File: src/rtl/relm_i2c_pkg.sv
// Shared definitions for the ReLM I2C byte engine: command/status field
// positions, op codes, FSM states and the START/STOP line-level table.
package relm_i2c_pkg;

    typedef enum logic [1:0] {
        OP_START = 2'd0,
        OP_STOP  = 2'd1,
        OP_WRITE = 2'd2,
        OP_READ  = 2'd3
    } op_e;

    typedef enum logic [2:0] {
        ST_IDLE,
        ST_START,
        ST_STOP,
        ST_XFER,
        ST_END
    } state_e;

    // STAT_BUSY counts down from the valid bit: busy lives at bit WD-STAT_BUSY.
    localparam int STAT_BUSY  = 1;
    localparam int STAT_NACK  = 8;
    localparam int STAT_STALL = 9;
    localparam int CMD_OP     = 8;
    localparam int CMD_ACK    = 10;

    // Returns {scl, sda} for one quarter of a START (is_stop=0) or STOP frame.
    function automatic logic [1:0] framing_levels(input logic is_stop, input logic [1:0] q);
        logic [1:0] lv;
        lv = 2'b11;
        if (!is_stop) begin
            case (q)
                2'd0:    lv = 2'b01;
                2'd1:    lv = 2'b11;
                2'd2:    lv = 2'b10;
                default: lv = 2'b00;
            endcase
        end else begin
            case (q)
                2'd0:    lv = 2'b00;
                2'd1:    lv = 2'b10;
                default: lv = 2'b11;
            endcase
        end
        return lv;
    endfunction

endpackage

File: src/rtl/relm_i2c_ctrl_if.sv
// ReLM push (command/retry) and pop (status) ports of the I2C byte engine.
interface relm_i2c_ctrl_if #(parameter int WD = 32);

    logic [WD:0] cmd_d;
    logic        cmd_retry;
    logic [WD:0] stat_q;

    modport master (output cmd_d, input cmd_retry, input stat_q);
    modport slave  (input cmd_d, output cmd_retry, output stat_q);

endinterface

File: src/rtl/relm_i2c_tick.sv
// Quarter-bit divider: counts 0..DIV-1 while running and strobes on the last
// count; hold freezes the count so a stretched SCL lengthens the quarter.
module relm_i2c_tick #(
    parameter int DIV = 125
) (
    input  logic clk,
    input  logic rst_in,
    input  logic run,
    input  logic hold,
    output logic strobe
);

    localparam int CW = $clog2(DIV);

    logic [CW-1:0] cnt;
    logic          last;

    assign last   = (cnt == CW'(DIV - 1));
    assign strobe = run && !hold && last;

    always_ff @(posedge clk) begin
        if (rst_in || !run) begin
            cnt <= '0;
        end else if (!hold) begin
            cnt <= last ? '0 : cnt + 1'b1;
        end
    end

endmodule

File: src/rtl/relm_i2c_ctrl.sv
// I2C byte engine on a ReLM push/pop port pair: START, STOP, byte WRITE with
// ACK sample, byte READ with ACK/NACK send. Clock stretching via I2C_STRETCH_EN.
module relm_i2c_ctrl #(
    parameter int WD  = 32,
    parameter int DIV = 125
) (
    input  logic           clk,
    input  logic           rst_in,
    relm_i2c_ctrl_if.slave relm,
    output logic           scl_out,
    output logic           sda_out,
`ifdef I2C_STRETCH_EN
    input  logic           scl_in,
`endif
    input  logic           sda_in
);

    import relm_i2c_pkg::*;

    state_e      state, state_nxt;
    logic [1:0]  q, q_nxt;
    logic [3:0]  bit_idx, bit_idx_nxt;
    logic        is_read, is_read_nxt;
    logic [7:0]  tx_byte, tx_nxt;
    logic        ack_lvl, ack_lvl_nxt;
    logic [7:0]  rx_shift, rx_nxt;
    logic        ack_smp, ack_smp_nxt;
    logic [7:0]  rdata, rdata_nxt;
    logic        nack, nack_nxt;
    logic        busy, busy_nxt;
    logic        scl_nxt, sda_nxt;
    logic [2:0]  bsel;
    logic [WD:0] stat_nxt;
    logic        sda_s1, sda_s2;
    logic        strobe, hold, stall, accept;
    op_e         cmd_op;
    logic        unused_cmd_bits;

    assign cmd_op          = op_e'(relm.cmd_d[CMD_OP +: 2]);
    assign accept          = relm.cmd_d[WD] && !busy;
    assign relm.cmd_retry  = busy;
    assign unused_cmd_bits = ^relm.cmd_d[WD-1:CMD_ACK+1];

`ifdef I2C_STRETCH_EN
    logic scl_s1, scl_s2;

    always_ff @(posedge clk) begin
        if (rst_in) begin
            scl_s1 <= 1'b1;
            scl_s2 <= 1'b1;
        end else begin
            scl_s1 <= scl_in;
            scl_s2 <= scl_s1;
        end
    end

    // A released SCL that still reads low means a slave is stretching.
    assign hold = busy && scl_out && !scl_s2;
`else
    assign hold = 1'b0;
`endif
    assign stall = hold;

    relm_i2c_tick #(.DIV(DIV)) u_tick (
        .clk    (clk),
        .rst_in (rst_in),
        .run    (busy),
        .hold   (hold),
        .strobe (strobe)
    );

    // Next-state logic; results are held in shadow regs and committed on entry to END.
    always_comb begin
        state_nxt   = state;
        q_nxt       = q;
        bit_idx_nxt = bit_idx;
        is_read_nxt = is_read;
        tx_nxt      = tx_byte;
        ack_lvl_nxt = ack_lvl;
        rx_nxt      = rx_shift;
        ack_smp_nxt = ack_smp;
        rdata_nxt   = rdata;
        nack_nxt    = nack;
        busy_nxt    = busy;

        case (state)
            ST_IDLE, ST_END: begin
                state_nxt = ST_IDLE;
                if (accept) begin
                    busy_nxt    = 1'b1;
                    q_nxt       = 2'd0;
                    bit_idx_nxt = 4'd8;
                    tx_nxt      = relm.cmd_d[7:0];
                    ack_lvl_nxt = relm.cmd_d[CMD_ACK];
                    is_read_nxt = (cmd_op == OP_READ);
                    case (cmd_op)
                        OP_START: state_nxt = ST_START;
                        OP_STOP:  state_nxt = ST_STOP;
                        default:  state_nxt = ST_XFER;
                    endcase
                end
            end
            ST_START, ST_STOP: begin
                if (strobe) begin
                    q_nxt = q + 2'd1;
                    if (q == 2'd3) begin
                        state_nxt = ST_END;
                        busy_nxt  = 1'b0;
                    end
                end
            end
            ST_XFER: begin
                if (strobe) begin
                    q_nxt = q + 2'd1;
                    if (q == 2'd1) begin
                        if (is_read && bit_idx != 4'd0)
                            rx_nxt = {rx_shift[6:0], sda_s2};
                        if (!is_read && bit_idx == 4'd0)
                            ack_smp_nxt = sda_s2;
                    end
                    if (q == 2'd3) begin
                        if (bit_idx == 4'd0) begin
                            state_nxt = ST_END;
                            busy_nxt  = 1'b0;
                            if (is_read)
                                rdata_nxt = rx_shift;
                            else
                                nack_nxt = ack_smp;
                        end else begin
                            bit_idx_nxt = bit_idx - 4'd1;
                        end
                    end
                end
            end
            default: state_nxt = ST_IDLE;
        endcase

        // Lines are decoded from the next state so the registered pins line up with q.
        scl_nxt = scl_out;
        sda_nxt = sda_out;
        bsel    = 3'(bit_idx_nxt - 4'd1);
        case (state_nxt)
            ST_START: {scl_nxt, sda_nxt} = framing_levels(1'b0, q_nxt);
            ST_STOP:  {scl_nxt, sda_nxt} = framing_levels(1'b1, q_nxt);
            ST_XFER: begin
                scl_nxt = (q_nxt == 2'd1) || (q_nxt == 2'd2);
                if (bit_idx_nxt == 4'd0)
                    sda_nxt = is_read_nxt ? ack_lvl_nxt : 1'b1;
                else
                    sda_nxt = is_read_nxt ? 1'b1 : tx_nxt[bsel];
            end
            default: begin
            end
        endcase

        stat_nxt                 = '0;
        stat_nxt[WD - STAT_BUSY] = busy_nxt;
        stat_nxt[STAT_STALL]     = stall;
        stat_nxt[STAT_NACK]      = nack_nxt;
        stat_nxt[7:0]            = rdata_nxt;
    end

    always_ff @(posedge clk) begin
        if (rst_in) begin
            state       <= ST_IDLE;
            q           <= 2'd0;
            bit_idx     <= 4'd0;
            is_read     <= 1'b0;
            tx_byte     <= 8'd0;
            ack_lvl     <= 1'b0;
            rx_shift    <= 8'd0;
            ack_smp     <= 1'b0;
            rdata       <= 8'd0;
            nack        <= 1'b0;
            busy        <= 1'b0;
            scl_out     <= 1'b1;
            sda_out     <= 1'b1;
            sda_s1      <= 1'b1;
            sda_s2      <= 1'b1;
            relm.stat_q <= '0;
        end else begin
            state       <= state_nxt;
            q           <= q_nxt;
            bit_idx     <= bit_idx_nxt;
            is_read     <= is_read_nxt;
            tx_byte     <= tx_nxt;
            ack_lvl     <= ack_lvl_nxt;
            rx_shift    <= rx_nxt;
            ack_smp     <= ack_smp_nxt;
            rdata       <= rdata_nxt;
            nack        <= nack_nxt;
            busy        <= busy_nxt;
            scl_out     <= scl_nxt;
            sda_out     <= sda_nxt;
            sda_s1      <= sda_in;
            sda_s2      <= sda_s1;
            relm.stat_q <= stat_nxt;
        end
    end

endmodule

File: src/flat_wrapper.sv
// flat-port wrapper written by rule: the top's interface ports become plain ports
module relm_i2c_ctrl_flat import relm_i2c_pkg::*;
#(
    parameter int WD  = 32,
    parameter int DIV = 125
)
  (clk, rst_in, scl_out, sda_out, sda_in, relm_cmd_d, relm_cmd_retry, relm_stat_q);
  relm_i2c_ctrl_if #(.WD(WD)) relm_i ();
  input  logic clk;
  input  logic rst_in;
  output logic scl_out;
  output logic sda_out;
  input  logic sda_in;
  input wire logic [$bits(relm_i.cmd_d)-1:0] relm_cmd_d;
  output wire logic [$bits(relm_i.cmd_retry)-1:0] relm_cmd_retry;
  output wire logic [$bits(relm_i.stat_q)-1:0] relm_stat_q;
  assign relm_i.cmd_d = relm_cmd_d;
  assign relm_cmd_retry = relm_i.cmd_retry;
  assign relm_stat_q = relm_i.stat_q;
  relm_i2c_ctrl #(.WD(WD), .DIV(DIV)) u_core (.clk(clk), .rst_in(rst_in), .relm(relm_i), .scl_out(scl_out), .sda_out(sda_out), .sda_in(sda_in));
endmodule
File: config.mk
export PLATFORM = sky130hd
export DESIGN_NAME = relm_i2c_ctrl_flat
export DESIGN_NICKNAME = d
export VERILOG_FILES = /design/src/rtl/relm_i2c_pkg.sv /design/src/rtl/relm_i2c_ctrl_if.sv /design/src/rtl/relm_i2c_tick.sv /design/src/rtl/relm_i2c_ctrl.sv /design/src/flat_wrapper.sv
export SDC_FILE = /design/constraint.sdc
export NUM_CORES = 1
export LEC_CHECK = 0
export ABC_CLOCK_PERIOD_IN_PS = 3200
export CAP_MARGIN = 0
export CORE_MARGIN = 10
export CORE_UTILIZATION = 45
export DETAILED_ROUTE_END_ITERATION = 7
export PLACE_DENSITY = 0.76
export RECOVER_POWER = 100
export SLEW_MARGIN = 10
export SYNTH_ARGS = -nofsm -noshare
export SYNTH_HDL_FRONTEND = slang
export SYNTH_SLANG_ARGS = --single-unit
File: constraint.sdc
create_clock -name clk -period 3.2 [get_ports clk]
set_input_delay 0.48 -clock clk [delete_from_list [all_inputs] [get_ports clk]]
set_output_delay 0.48 -clock clk [all_outputs]
set_load 0.02 [all_outputs]
==> implementation parameters <==
Parameter                              Value

STA
  Final hold viol count ... 0
  RSZ-0062 raised after global routing ... no
  Total setup violations reported at the end of the flow ... 0
  Tcrit/Tclk final ... 92.2%
  Final Max Tran Viols ... 0
  Maximum operating frequency ... 339 MHz
  Relative max-transition margin ... 22.6%
  Transition at the pin with the smallest max-transition slack ... 1.16 ns
  Final Hold Slack ... 0.426 ns
  Total negative slack for setup checks ... 0 ns
  Crit path time final ... 2.95 ns
  Final worst clock skew ... 0.00647 ns

Logic synthesis
  Top FF cell, synth ... sky130_fd_sc_hd__dfxtp_1
  Library cell with the largest summed area after synthesis ... sky130_fd_sc_hd__dfxtp_1
  Dominant cells by area after synthesis ... sky130_fd_sc_hd__dfxtp_1 (38%), sky130_fd_sc_hd__mux2i_1 (9.3%), sky130_fd_sc_hd__buf_4 (7.2%), sky130_fd_sc_hd__nor2_1 (6.1%), sky130_fd_sc_hd__nand2_1 (3.9%)
  Ys Warns ... 0
  Most frequent cell after synthesis ... sky130_fd_sc_hd__dfxtp_1
  Average cell area after synthesis ... 8.72 um^2
  Commonest cells in the netlist ... sky130_fd_sc_hd__dfxtp_1 (49), sky130_fd_sc_hd__nor2_1 (42), sky130_fd_sc_hd__nand2_1 (27), sky130_fd_sc_hd__buf_4 (25), sky130_fd_sc_hd__mux2i_1 (24)
  Sequential cell area fraction in the yosys report ... 37.9%
  Yosys reg bits ... 49
  Number of distinct standard cells referenced by the synthesized netlist ... 57
  Count of mapped cells out of synthesis ... 297
  Synth async-reset ratio ... 0%
  Synthesized cell area ... 0.00259 mm^2
  Count of flip-flops with a built-in enable after synthesis ... 0
  Fraction of post-synthesis cell area in the top cell type by area ... 37.9%

Placed design
  Count of port buffers added during placement ... 27
  Estimated wirelength of the detail-placed design ... 4150 um
  Global placement routability congestion ... 0.870
  Number of cells after detailed placement ... 403

GRT
  Via count of the first global-routing pass ... 2,055
  Pin count of the biggest net entering global routing ... 29
  First-pass GRT wire length ... 9190 um
  Number of antenna violations at the first check in global routing ... 0
  Total global-route track usage ... 12.4%
  Remaining global-route overflow ... 0

CTS
  Clock edge transition at the registers on the reported setup and hold paths ... 0.08 ns
  Clock tree from TritonCTS ... built
  Clock sink count ... 49
  Count of hold buffers inserted by post-cts repair ... 0
  Clock Root Buffer ... sky130_fd_sc_hd__clkbuf_8
  Worst-skew pair later-pin latency ... 0.30 ns
  Clock tree buffer depth ... 2
  Max H-tree Level ... 2
  Number of clock buffers inserted by TritonCTS ... 5

Detailed routing
  Number of DRC markers in iteration 0 ... 89
  Via density per instance ... 5.06
  Drt pass-1 iters ... 4
  DRT Wirelength ... 5420 um
  Routed wire per std cell ... 13.2 um
  Count of vias placed by the detailed router ... 2,075
  Remaining antenna violation count ... 0
  Count of unresolved DRC violations after routing ... 0

Worst setup path
  Category of the most critical setup path ... reg -> reg
  CP Max Fanout ... 4
  Data required time at the worst endpoint ... 3.40 ns
  Endpoint type of the worst setup path ... flop
  Number of stages on the worst setup path ... 16
  Setup crit start kind ... flop
  Largest delay share family, worst path ... simple AND/OR/NAND/NOR gates
  Cell breakdown of the critical path ... inv_1, ha_1, or3b_1, and3_4, nand2_8, nand2_1, o21ai_0, nand2_1, ha_1, inv_1, nor3_2, mux2i_1, o32ai_1, nor4b_1, buf_4, o32a_1
  Reg-to-reg setup timing slack ... 0.25 ns
  Critical path's slowest cell ... sky130_fd_sc_hd__or3b_1
  Critical path data arrival time ... 3.15 ns
  Critical path endpoint ... u_core.sda_out$_SDFFE_PP1P_
  Reg2reg end ... u_core.sda_out$_SDFFE_PP1P_
  Number of cells on the worst reg-to-reg path ... 16
  Number of buffers and inverters on the critical path ... 3
  Crit path from ... u_core.bit_idx[1]$_SDFF_PP0_
  Delay of the slowest cell on the worst path ... 0.37 ns
  Startpoint of the worst register-to-register path ... u_core.bit_idx[1]$_SDFF_PP0_

Finish
  # diodes ... 0
  Fraction of final layout cells sized beyond drive strength 1 ... 11.2%
  Nets ... 382
  Utilization after layout ... 54.6%
  Area growth, synth to finish ... 16.8%
  Fill cell count ... 504
  Final cell count without fillers ... 410

Floorplanning
  Count of boundary I/O pins ... 72
  Initial standard-cell utilization of the core ... 46.7%
  X dimension of the die ... 95.9 um
  Floorplan die area ... 0.00919 mm^2
  Core Footprint ... 0.00554 mm^2
  Die extent in y ... 95.9 um
  FP Rows ... 27

Flow run
  Maximum capacitance violations ... 0

Power
  Worst IR drop on VDD ... 0.326 mV
  P_leak ... 1.35 nW
  Power density cells ... 403 mW/mm^2

Worst hold path
  Hold/Removal Path Class ... reg -> reg

Status
  Status ... finished, final reports clean
## registers in the layout, summed over array words and instances, names as in the netlist
signal                 flops
u_core.bit_idx             4
u_core.u_tick.cnt          7
u_core.scl_out             1
u_core.rx_shift            8
u_core.relm.stat_q         2
u_core.q                   2
u_core.tx_byte             8
u_core.relm.cmd_retry      1
u_core.rdata               7
u_core.sda_s2              1
u_core.state               3
u_core.sda_s1              1
u_core.sda_out             1
u_core.ack_smp             1
u_core.is_read             1
u_core.ack_lvl             1
## worst reg2reg max path: stages, from the launching register on
cell and delay [ns]:
sky130_fd_sc_hd__dfxtp_1 0.35, sky130_fd_sc_hd__inv_1 0.07, sky130_fd_sc_hd__ha_1 0.15, sky130_fd_sc_hd__or3b_1 0.37
sky130_fd_sc_hd__and3_4 0.22, sky130_fd_sc_hd__nand2_8 0.07, sky130_fd_sc_hd__nand2_1 0.05, sky130_fd_sc_hd__o21ai_0 0.08
sky130_fd_sc_hd__nand2_1 0.10, sky130_fd_sc_hd__ha_1 0.33, sky130_fd_sc_hd__inv_1 0.09, sky130_fd_sc_hd__nor3_2 0.19
sky130_fd_sc_hd__mux2i_1 0.11, sky130_fd_sc_hd__o32ai_1 0.14, sky130_fd_sc_hd__nor4b_1 0.10, sky130_fd_sc_hd__buf_4 0.15
sky130_fd_sc_hd__o32a_1 0.28
## stage by stage
step           power [mW]  worst slack (ns)  cell area [um^2]
6_report             1.22             0.249              3020
5_1_grt              1.28           0.00564              3020
4_1_cts              1.24             0.173              3040
3_5_place_dp        0.866            0.0474              2950
3_3_place_gp        0.863            0.0783              2950
2_1_floorplan       0.819             0.255              2670
## report_power, final
part / total [mW] / switching (mW) / internal (mW)
combinational: 0.193 / 0.118 / 0.0746
clock: 0.373 / 0.202 / 0.171
sequential: 0.652 / 0.0204 / 0.632
## what timing repair did
action | in CTS | in global routing
buffers inserted | 0 | 0
gates resized for setup | 0 | 2
hold endpoints to repair | 0 | 0
endpoints found under the setup margin | 0 | 1
## metal layers
metal	global-route usage, %	routed length (um)	vias to the layer above
met5	0	0	-
met4	5.77	94	0
met3	3.27	364	7
met2	21.3	2680	51
met1	13.9	2280	965
li1	-	-	1052
## area by class of cell
class / count / area [um^2] / area share (%)
clock inverter: 1 / 7.51 / 0.248
clock buffer: 6 / 82.6 / 2.73
inverter: 13 / 48.8 / 1.61
timing repair buffer: 47 / 405 / 13.4
multi-input combinational: 222 / 1410 / 46.6
sequential: 49 / 981 / 32.4
tap: 72 / 90.1 / 2.98
## layout by cell type (no fill, tap or decap), drive strengths merged, types with 3 or more instances in the layout
cell type / synthesis / final
dfxtp: 49 / 49
nor2: 44 / 44
nand2: 29 / 29
mux2i: 24 / 24
conb: 1 / 23
a21oi: 17 / 17
dlygate4sd3: 0 / 15
buf: 28 / 14
inv: 12 / 12
clkdlybuf4s50: 0 / 12
clkbuf: 7 / 12
ha: 8 / 8
nand4: 7 / 7
and3: 7 / 7
nand3: 6 / 6
o21ai: 6 / 6
nor4: 4 / 4
nor3: 4 / 4
o211ai: 3 / 3
nor2b: 3 / 3
nand2b: 3 / 3
xnor2: 3 / 3
or2: 3 / 3
xor2: 3 / 3
## worst min-delay path by stage
stage | startpoint | to | slack [ns] | cells after the start
after floorplan | u_core.sda_s1$_SDFF_PP1_ | u_core.sda_s2$_SDFF_PP1_ | 0.39 | 1
after global placement | u_core.sda_s1$_SDFF_PP1_ | u_core.sda_s2$_SDFF_PP1_ | 0.39 | 1
after detailed placement | u_core.sda_s1$_SDFF_PP1_ | u_core.sda_s2$_SDFF_PP1_ | 0.40 | 1
after CTS | u_core.sda_s1$_SDFF_PP1_ | u_core.sda_s2$_SDFF_PP1_ | 0.43 | 1
after global routing | u_core.sda_s1$_SDFF_PP1_ | u_core.sda_s2$_SDFF_PP1_ | 0.43 | 1
final | u_core.sda_s1$_SDFF_PP1_ | u_core.sda_s2$_SDFF_PP1_ | 0.43 | 1
## cells by family (layout without fill, tap and decap cells)
family	Yosys count	in the layout	share of synthesized area [%]
compound gates	39	39	9.66
xor+xnor	6	6	2.32
fa+ha+maj	8	8	3.86
buf+inv	48	67	11.0
flops	49	49	37.9
mux	25	25	9.85
other cells	1	23	0.145
simple gates	121	121	25.3
Note: power is estimated with default switching activity, not from simulation.
